===== config.mk =====
export PLATFORM = sky130hd
export DESIGN_NAME = ram_arbiter_flat
export DESIGN_NICKNAME = d
export VERILOG_FILES = /design/src/rtl/ram_arbiter_if.sv /design/src/rtl/ram_arbiter.sv /design/src/flat_wrapper.sv
export SDC_FILE = /design/constraint.sdc
export NUM_CORES = 1
export LEC_CHECK = 0
export ABC_AREA = 1
export CAP_MARGIN = 30
export CORE_UTILIZATION = 30
export CTS_CLUSTER_DIAMETER = 100
export DETAILED_ROUTE_END_ITERATION = 6
export GPL_TIMING_DRIVEN = 0
export PLACE_DENSITY = 0.88
export SLEW_MARGIN = 20
export SYNTH_ARGS = -nofsm -noshare
export SYNTH_HDL_FRONTEND = slang
export SYNTH_SLANG_ARGS = --single-unit

===== constraint.sdc =====
create_clock -name clk -period 3.07 [get_ports clk]
set_clock_uncertainty 0.15 [all_clocks]
set_input_delay 0.4605 -clock clk [delete_from_list [all_inputs] [get_ports clk]]
set_output_delay 0.4605 -clock clk [all_outputs]
set_load 0.01 [all_outputs]

===== src/rtl/ram_arbiter_if.sv =====
// ============================================================================
// ram_arbiter_if : requester A/B and RAM-side signals of the two-port arbiter
// Revision 1.0
// ============================================================================
`default_nettype none

interface ram_arbiter_if #(
  parameter int ADDR_W = 8,
  parameter int DATA_W = 8
);
  logic              req_a;
  logic              req_b;
  logic              we_a;
  logic              we_b;
  logic [ADDR_W-1:0] addr_a;
  logic [ADDR_W-1:0] addr_b;
  logic [DATA_W-1:0] wdata_a;
  logic [DATA_W-1:0] wdata_b;
  logic              gnt_a;
  logic              gnt_b;
  logic              rvalid_a;
  logic              rvalid_b;
  logic [DATA_W-1:0] rdata_a;
  logic [DATA_W-1:0] rdata_b;
  logic              mem_we;
  logic [ADDR_W-1:0] mem_waddr;
  logic [DATA_W-1:0] mem_wdata;
  logic              mem_re;
  logic [ADDR_W-1:0] mem_raddr;
  logic [DATA_W-1:0] mem_rdata;

  // Arbiter view: requests and RAM read data in, grants/responses/RAM controls out.
  modport slave (
    input  req_a, req_b, we_a, we_b, addr_a, addr_b, wdata_a, wdata_b, mem_rdata,
    output gnt_a, gnt_b, rvalid_a, rvalid_b, rdata_a, rdata_b,
           mem_we, mem_waddr, mem_wdata, mem_re, mem_raddr
  );

  modport master (
    output req_a, req_b, we_a, we_b, addr_a, addr_b, wdata_a, wdata_b, mem_rdata,
    input  gnt_a, gnt_b, rvalid_a, rvalid_b, rdata_a, rdata_b,
           mem_we, mem_waddr, mem_wdata, mem_re, mem_raddr
  );
endinterface

`default_nettype wire


===== src/rtl/ram_arbiter.sv =====
// ============================================================================
// ram_arbiter : independent write-port and read-port arbitration of one RAM
// Revision 1.0
// ============================================================================
`default_nettype none

module ram_arbiter #(
  parameter int ADDR_W     = 8,
  parameter int DATA_W     = 8,
  parameter bit FIXED_PRIO = 1'b0
) (
  input  logic          clk,
  input  logic          rst,
  ram_arbiter_if.slave  bus
);
  localparam logic PORT_A = 1'b0;
  localparam logic PORT_B = 1'b1;

  logic wr_a, wr_b, rd_a, rd_b;
  logic wr_any, rd_any;
  logic wr_win, rd_win;
  logic last_wr, last_rd;
  logic resp_vld, resp_port;

  always_comb begin
    wr_a   = bus.req_a & bus.we_a;
    wr_b   = bus.req_b & bus.we_b;
    rd_a   = bus.req_a & ~bus.we_a;
    rd_b   = bus.req_b & ~bus.we_b;
    wr_any = (wr_a | wr_b) & ~rst;
    rd_any = (rd_a | rd_b) & ~rst;
    // On conflict, round-robin hands the port to whoever did not win it last.
    if (wr_a & wr_b) wr_win = FIXED_PRIO ? PORT_A : ~last_wr;
    else             wr_win = wr_b ? PORT_B : PORT_A;
    if (rd_a & rd_b) rd_win = FIXED_PRIO ? PORT_A : ~last_rd;
    else             rd_win = rd_b ? PORT_B : PORT_A;
  end

  assign bus.gnt_a = (wr_any & (wr_win == PORT_A)) | (rd_any & (rd_win == PORT_A));
  assign bus.gnt_b = (wr_any & (wr_win == PORT_B)) | (rd_any & (rd_win == PORT_B));

  assign bus.mem_we    = wr_any;
  assign bus.mem_waddr = wr_any ? ((wr_win == PORT_B) ? bus.addr_b : bus.addr_a) : '0;
  assign bus.mem_wdata = wr_any ? ((wr_win == PORT_B) ? bus.wdata_b : bus.wdata_a) : '0;
  assign bus.mem_re    = rd_any;
  assign bus.mem_raddr = rd_any ? ((rd_win == PORT_B) ? bus.addr_b : bus.addr_a) : '0;

  always_ff @(posedge clk) begin
    if (rst) begin
      last_wr   <= PORT_B;
      last_rd   <= PORT_B;
      resp_vld  <= 1'b0;
      resp_port <= PORT_A;
    end else begin
      if (wr_any) last_wr <= wr_win;
      if (rd_any) last_rd <= rd_win;
      resp_vld  <= rd_any;
      resp_port <= rd_win;
    end
  end

  // The RAM registers its own read data, so the tag only has to line up with it.
  assign bus.rvalid_a = resp_vld & (resp_port == PORT_A);
  assign bus.rvalid_b = resp_vld & (resp_port == PORT_B);
  assign bus.rdata_a  = bus.mem_rdata;
  assign bus.rdata_b  = bus.mem_rdata;
endmodule

`default_nettype wire


===== src/flat_wrapper.sv =====
// flat-port wrapper written by rule: the top's interface ports become plain ports
module ram_arbiter_flat 
#(
  parameter int ADDR_W     = 8,
  parameter int DATA_W     = 8,
  parameter bit FIXED_PRIO = 1'b0
)
  (clk, rst, bus_req_a, bus_req_b, bus_we_a, bus_we_b, bus_addr_a, bus_addr_b, bus_wdata_a, bus_wdata_b, bus_mem_rdata, bus_gnt_a, bus_gnt_b, bus_rvalid_a, bus_rvalid_b, bus_rdata_a, bus_rdata_b, bus_mem_we, bus_mem_waddr, bus_mem_wdata, bus_mem_re, bus_mem_raddr);
  ram_arbiter_if #(.ADDR_W(ADDR_W), .DATA_W(DATA_W)) bus_i ();
  input  logic clk;
  input  logic rst;
  input wire logic [$bits(bus_i.req_a)-1:0] bus_req_a;
  input wire logic [$bits(bus_i.req_b)-1:0] bus_req_b;
  input wire logic [$bits(bus_i.we_a)-1:0] bus_we_a;
  input wire logic [$bits(bus_i.we_b)-1:0] bus_we_b;
  input wire logic [$bits(bus_i.addr_a)-1:0] bus_addr_a;
  input wire logic [$bits(bus_i.addr_b)-1:0] bus_addr_b;
  input wire logic [$bits(bus_i.wdata_a)-1:0] bus_wdata_a;
  input wire logic [$bits(bus_i.wdata_b)-1:0] bus_wdata_b;
  input wire logic [$bits(bus_i.mem_rdata)-1:0] bus_mem_rdata;
  output wire logic [$bits(bus_i.gnt_a)-1:0] bus_gnt_a;
  output wire logic [$bits(bus_i.gnt_b)-1:0] bus_gnt_b;
  output wire logic [$bits(bus_i.rvalid_a)-1:0] bus_rvalid_a;
  output wire logic [$bits(bus_i.rvalid_b)-1:0] bus_rvalid_b;
  output wire logic [$bits(bus_i.rdata_a)-1:0] bus_rdata_a;
  output wire logic [$bits(bus_i.rdata_b)-1:0] bus_rdata_b;
  output wire logic [$bits(bus_i.mem_we)-1:0] bus_mem_we;
  output wire logic [$bits(bus_i.mem_waddr)-1:0] bus_mem_waddr;
  output wire logic [$bits(bus_i.mem_wdata)-1:0] bus_mem_wdata;
  output wire logic [$bits(bus_i.mem_re)-1:0] bus_mem_re;
  output wire logic [$bits(bus_i.mem_raddr)-1:0] bus_mem_raddr;
  assign bus_i.req_a = bus_req_a;
  assign bus_i.req_b = bus_req_b;
  assign bus_i.we_a = bus_we_a;
  assign bus_i.we_b = bus_we_b;
  assign bus_i.addr_a = bus_addr_a;
  assign bus_i.addr_b = bus_addr_b;
  assign bus_i.wdata_a = bus_wdata_a;
  assign bus_i.wdata_b = bus_wdata_b;
  assign bus_i.mem_rdata = bus_mem_rdata;
  assign bus_gnt_a = bus_i.gnt_a;
  assign bus_gnt_b = bus_i.gnt_b;
  assign bus_rvalid_a = bus_i.rvalid_a;
  assign bus_rvalid_b = bus_i.rvalid_b;
  assign bus_rdata_a = bus_i.rdata_a;
  assign bus_rdata_b = bus_i.rdata_b;
  assign bus_mem_we = bus_i.mem_we;
  assign bus_mem_waddr = bus_i.mem_waddr;
  assign bus_mem_wdata = bus_i.mem_wdata;
  assign bus_mem_re = bus_i.mem_re;
  assign bus_mem_raddr = bus_i.mem_raddr;
  ram_arbiter #(.ADDR_W(ADDR_W), .DATA_W(DATA_W), .FIXED_PRIO(FIXED_PRIO)) u_core (.clk(clk), .rst(rst), .bus(bus_i));
endmodule

==> results of run 1 <==
-- worst min path at each step --
stage	from	slack, ns	to	cells past startpoint
after floorplan	u_core.last_wr$_SDFFE_PP1P_	0.29	u_core.last_wr$_SDFFE_PP1P_	2
after global placement	u_core.last_wr$_SDFFE_PP1P_	0.32	u_core.last_wr$_SDFFE_PP1P_	2
after detailed placement	u_core.last_wr$_SDFFE_PP1P_	0.33	u_core.last_wr$_SDFFE_PP1P_	2
after CTS	u_core.last_wr$_SDFFE_PP1P_	0.34	u_core.last_wr$_SDFFE_PP1P_	2
after global routing	u_core.last_wr$_SDFFE_PP1P_	0.39	u_core.last_wr$_SDFFE_PP1P_	2
final	u_core.last_wr$_SDFFE_PP1P_	0.33	u_core.last_wr$_SDFFE_PP1P_	2
-- synthesized netlist by cell type --
cell	instances
sky130_fd_sc_hd__a21oi_1	11
sky130_fd_sc_hd__a21oi_2	1
sky130_fd_sc_hd__buf_2	2
sky130_fd_sc_hd__buf_4	18
sky130_fd_sc_hd__clkinv_1	1
sky130_fd_sc_hd__dfxtp_1	4
sky130_fd_sc_hd__inv_1	24
sky130_fd_sc_hd__inv_2	1
sky130_fd_sc_hd__nand2_1	42
sky130_fd_sc_hd__nand2_2	1
sky130_fd_sc_hd__nand2_4	1
sky130_fd_sc_hd__nand3_1	26
sky130_fd_sc_hd__nand3_2	2
sky130_fd_sc_hd__nand4_1	8
sky130_fd_sc_hd__nor2_1	9
sky130_fd_sc_hd__nor2_2	1
sky130_fd_sc_hd__o21ai_0	1
-- cells in the final DEF, fill, tap and decap left out, drive strengths merged --
cell,netlist,routed
clkinv,1,1
a21oi,12,12
nor2,10,10
buf,20,20
inv,25,25
nand4,8,8
clkdlybuf4s50,0,83
o21ai,1,1
nand2,44,44
dfxtp,4,4
clkbuf,0,3
nand3,28,28
-- power breakdown --
group	leakage (nW)	switching (mW)	internal [mW]
logic	0.791	0.0914	0.131
registers	0.0330	0.00160	0.0553
clock network	0.0138	0.0195	0.0436
-- what timing repair did --
| item | 4_1_cts | 5_1_grt |
|---|---|---|
| setup buffers | 0 | 0 |
| endpoints found under the setup margin | 0 | 4 |
| resized for setup | 0 | 1 |
-- metal layers --
metal / vias to the layer above / wire length, um / part of all wire
met3: 2 / 336 / 0.12
met5: - / 0 / 0
li1: 646 / - / -
met4: 0 / 24 / 0.0086
met2: 65 / 1300 / 0.46
met1: 510 / 1130 / 0.41
-- sequential cells by signal (all words and copies together), names as in the netlist --
register	cells
u_core.last_wr	1
u_core.resp_vld	1
u_core.resp_port	1
u_core.last_rd	1
-- cell type report --
class                           count  area [sq um]
Sequential cell                     4          80.1
Timing Repair Buffer               83           831
Clock buffer                        3          22.5
Buffer                             20           145
Tap cell                           30          37.5
Fill cell                         224           797
Multi-Input combinational cell    103           489
Inverter                           26          97.6
-- critical path: cells and delay by family --
kind          cells  cell delay (ns)
buf+inv           3             1.28
simple gates      4             0.54
-- logic make-up after synthesis --
group | share of synthesized area
AND/OR/NAND/NOR | 0.515
buffers and inverters | 0.301
AO/OA/AOI/OAI | 0.0853
flip-flops | 0.0992
-- stage by stage --
stage               cell area [sq um]  hold slack (ns)
detailed placement               1680            0.333
global placement                 1680            0.321
floorplan                         807            0.295
global route                     1700            0.394
CTS                              1700            0.341
finish                           1700            0.334
==> results.json, run 1 <==
{
  "wl_per_cell_um": 10.4,
  "viasPerCell": 4.55,
  "grt_overflow": 0,
  "worstSkewPairLatency_ns": 0.22,
  "timing.critical_path.to_type": "primary output",
  "layout_cell_share_with_drive_strength_beyond_1": 0.126,
  "depth_of_the_worst_register_to_register_path": 4,
  "grtUsageMet1": 0.216,
  "gr-usage-met3": 0.0537,
  "synth_area_per_cell_sq_um": 5.27,
  "vdd_ir_drop_max_uv": 134,
  "critical_path_arrival_ns": 2.29,
  "report.power.total_uw": 342,
  "wl_mm": 2.79,
  "slew_at_the_pin_closest_to_its_max_slew_limit_ns": 0.294,
  "post-route-period-util": 0.944,
  "grt.total_usage": 0.189,
  "critical_path_class": "in2out",
  "n_antenna_cell": 0,
  "synth.net_count": 199,
  "cts-hold-fix-buffers": 0,
  "dp_hpwl_mm": 2.24,
  "final_core_utilization": 0.681,
  "final_critical_period_ns": 2.90,
  "synth_top_cell_by_area": "sky130_fd_sc_hd__nand2_1",
  "first_global_vias": 1031,
  "die-area_sq_um": 2900,
  "gr-usage-met2": 0.342,
  "worst_path_clk_slew_ns": 0.04,
  "cp_cell_instances": "clkdlybuf4s50_1 -> nand3_2 -> nand2_4 -> buf_4 -> nand3_1 -> nand2_1 -> clkdlybuf4s50_1",
  "tns_ns": 0,
  "critical_path.reg2reg.endpoint": "u_core.last_wr$_SDFFE_PP1P_",
  "h-tree-depth": 1,
  "regToRegSetupSlack_ns": 1.87,
  "final_antenna_net_count": 0,
  "clock_sink_count": 4,
  "end_point_of_the_critical_path": "bus_mem_waddr[6]",
  "worst_setup_path_startpoint": "bus_req_a",
  "critPathSlowestCell": "sky130_fd_sc_hd__clkdlybuf4s50_1",
  "fin_nets": 287,
  "p_per_area_nw_per_um2": 201,
  "synthDistinctLibCells": 17,
  "preCtsSetupSlack_ns": 0.0818,
  "number_of_antenna_violations_at_the_first_check_in_global_routing": 0,
  "area_delta_synth_final_pct": 111,
  "layout.cells.non_filler": 269,
  "grt_max_degree": 11,
  "postSynthRegisterBits": 4,
  "global_route_wire_length_before_repair_mm": 4.13,
  "die_width_um": 53.9,
  "gp_congestion": 0.752,
  "static-leakage-power_nw": 0.838,
  "drt-initial-drc-count": 6,
  "cpMostUsedCell": "sky130_fd_sc_hd__clkdlybuf4s50_1",
  "clockRootBuffer": "sky130_fd_sc_hd__clkbuf_4",
  "tritoncts.num_buffers": 3,
  "synth.cell_area_sq_um": 807,
  "status": "complete, no violations",
  "firstDrtPassIters": 4,
  "rsz_0062_raised_after_global_routing": "no",
  "die_height_um": 53.9,
  "timing.rr.start": "u_core.last_wr$_SDFFE_PP1P_",
  "drcViolationCount": 0,
  "place.port_buffers": 83,
  "finalSetupViolCount": 0,
  "routed-via-count": 1223,
  "final.setup.worst_slack_ns": 0.171,
  "maximum_cell_stage_delay_along_the_critical_path_ns": 0.55,
  "max_freq_mhz": 345,
  "seq_area_frac_synth": 0.0992,
  "yosysWarnings": 0,
  "critical_path.max_fanout": 10,
  "placedCellCount": 266,
  "netlist_top_cells_area": "sky130_fd_sc_hd__nand2_1 (20%), sky130_fd_sc_hd__buf_4 (17%), sky130_fd_sc_hd__nand3_1 (16%)",
  "maximum_number_of_buffers_from_clock_root_to_sink": 2,
  "slew_headroom": 0.803,
  "floorplan.initialDensity": 0.323,
  "finalHoldViolations": 0,
  "startpoint_type": "input pin",
  "core_area_sq_um": 2500,
  "cts_tree": "yes",
  "cap_viol_max_count": 0,
  "std_cell_rows": 18,
  "slew_viol_final": 0,
  "worst_ep_required_time_ns": 2.46,
  "synth_largest_type_area_fraction": 0.195,
  "synth_cells": 153,
  "grt_most_used_layer": "met2",
  "worst_hold_path_type": "reg2reg",
  "floorplan.io_pins": 92
}
Note: power is estimated with default switching activity, not from simulation.
==> run 2: changes to the inputs <==
- CORE_UTILIZATION: 30 -> 40
- DONT_BUFFER_PORTS: default -> 1
- PLACE_DENSITY: 0.88 -> default
==> results.json, run 2 (synthesis gave the netlist of run 1 again) <==
{
  "status": "complete, no violations",
  "viasPerCell": 5.20,
  "fin_nets": 204,
  "layout_cell_share_with_drive_strength_beyond_1": 0.192,
  "global_route_wire_length_before_repair_mm": 2.86,
  "dpl_cell_area_sq_um": 838,
  "n_antenna_cell": 0,
  "finish.instance_area_sq_um": 861,
  "place.port_buffers": 0,
  "depth_of_the_worst_register_to_register_path": 4,
  "wl_mm": 2.23,
  "cts-hold-fix-buffers": 0,
  "die_width_um": 46.9,
  "cp_cell_instances": "inv_1 -> nor2_2 -> nand2_2 -> nand2_1 -> nand2_1 -> nor2_1",
  "rsz_0062_raised_after_global_routing": "no",
  "clock_sink_count": 4,
  "final_critical_period_ns": 1.97,
  "die-area_sq_um": 2200,
  "die_height_um": 46.9,
  "slew_viol_final": 0,
  "slew_headroom": 0.737,
  "std_cell_rows": 15,
  "nFillCells": 208,
  "p_per_area_nw_per_um2": 268,
  "grt_max_degree": 11,
  "cap_viol_max_count": 0,
  "slew_at_the_pin_closest_to_its_max_slew_limit_ns": 0.395,
  "grt.total_usage": 0.186,
  "post-route-period-util": 0.643,
  "path_depth": 6,
  "wl_per_cell_um": 12.3,
  "tritoncts.num_buffers": 3,
  "worst_hold_path_type": "in2reg",
  "layout_commonest_cell": "sky130_fd_sc_hd__nand2_1",
  "dp_hpwl_mm": 1.81,
  "min_delay_path_depth": 1,
  "finalHoldViolations": 0,
  "post_cts_buffers": 0,
  "critical_path.top_delay_family": "simple AND/OR/NAND/NOR gates",
  "floorplan.initialDensity": 0.448,
  "floorplan.io_pins": 92,
  "cts_tree": "yes",
  "final_cell_mix": "sky130_fd_sc_hd__nand2_1 (42), sky130_fd_sc_hd__nand3_1 (26), sky130_fd_sc_hd__inv_1 (24)",
  "cts_resized": 0,
  "tns_ns": 0,
  "maximum_number_of_buffers_from_clock_root_to_sink": 2,
  "routed-via-count": 941,
  "placedCellCount": 178,
  "h-tree-depth": 1,
  "vdd_ir_drop_max_uv": 193,
  "firstDrtPassIters": 4,
  "drcViolationCount": 0,
  "critical_path_arrival_ns": 1.36,
  "final_antenna_net_count": 0,
  "max_freq_mhz": 507,
  "end_point_of_the_critical_path": "bus_mem_raddr[1]",
  "static-leakage-power_nw": 0.524,
  "area_delta_synth_final_pct": 6.67,
  "number_of_antenna_violations_at_the_first_check_in_global_routing": 0,
  "cpMostUsedCell": "sky130_fd_sc_hd__nand2_1",
  "startpoint_type": "input pin",
  "gp_congestion": 0.741,
  "drt-initial-drc-count": 5,
  "timing.critical_path.to_type": "primary output",
  "maximum_cell_stage_delay_along_the_critical_path_ns": 0.31,
  "worst_setup_path_startpoint": "bus_req_b",
  "worst_path_clk_slew_ns": 0.04,
  "critPathBufInv": 1,
  "critical_path.max_fanout": 10,
  "first_global_vias": 704,
  "layout.cells.non_filler": 181,
  "finalSetupViolCount": 0,
  "critPathSlowestCell": "sky130_fd_sc_hd__nor2_2",
  "final_core_utilization": 0.478,
  "core_area_sq_um": 1800,
  "timing.rr.start": "u_core.last_wr$_SDFFE_PP1P_",
  "worst_ep_required_time_ns": 2.46,
  "critical_path.reg2reg.endpoint": "u_core.last_wr$_SDFFE_PP1P_",
  "critical_path_class": "in2out",
  "clockRootBuffer": "sky130_fd_sc_hd__clkbuf_4",
  "grt_overflow": 0,
  "regToRegSetupSlack_ns": 1.89,
  "worstSkewPairLatency_ns": 0.23
}
-- run 2: changes by cell type in the layout (fill, tap and decap cells not counted), sizes merged --
cell | before | now
clkdlybuf4s50 | 83 | 0
-- run 2: per-layer routing --
metal	vias up	share of wire	track usage
met5	-	0	0
met4	0	0.013	0.0857
met3	4	0.11	0.0346
met2	73	0.48	0.347
met1	383	0.39	0.200
li1	481	-	-
-- run 2: how the worst min path moves through the flow --
stage	startpoint	end
after CTS	rst	u_core.resp_vld$_SDFF_PP0_
after detailed placement	u_core.last_wr$_SDFFE_PP1P_	u_core.last_wr$_SDFFE_PP1P_
after global routing	rst	u_core.resp_vld$_SDFF_PP0_
final	rst	u_core.resp_vld$_SDFF_PP0_
after floorplan	u_core.last_wr$_SDFFE_PP1P_	u_core.last_wr$_SDFFE_PP1P_
after global placement	u_core.last_wr$_SDFFE_PP1P_	u_core.last_wr$_SDFFE_PP1P_
-- run 2: area by class of cell --
type,count,area (sq um),share of cell area
Tap cell,25,31.3,0.0363
Clock buffer,3,22.5,0.0262
Buffer,20,145,0.169
Multi-Input combinational cell,103,484,0.562
Sequential cell,4,80.1,0.0930
Inverter,26,97.6,0.113
-- run 2: where the power goes --
group	total, mW	internal, mW	switching (mW)
Sequential	0.0570	0.0553	0.00166
Combinational	0.108	0.0378	0.0702
Clock	0.0653	0.0437	0.0216
-- run 2: through the flow --
step	hold slack [ns]	setup slack (ns)	total power, mW
6_report	0.144	1.10	0.230
5_1_grt	0.141	0.951	0.252
4_1_cts	0.141	1.08	0.233
3_5_place_dp	0.316	1.09	0.167
3_3_place_gp	0.310	1.07	0.166
2_1_floorplan	0.295	1.28	0.152
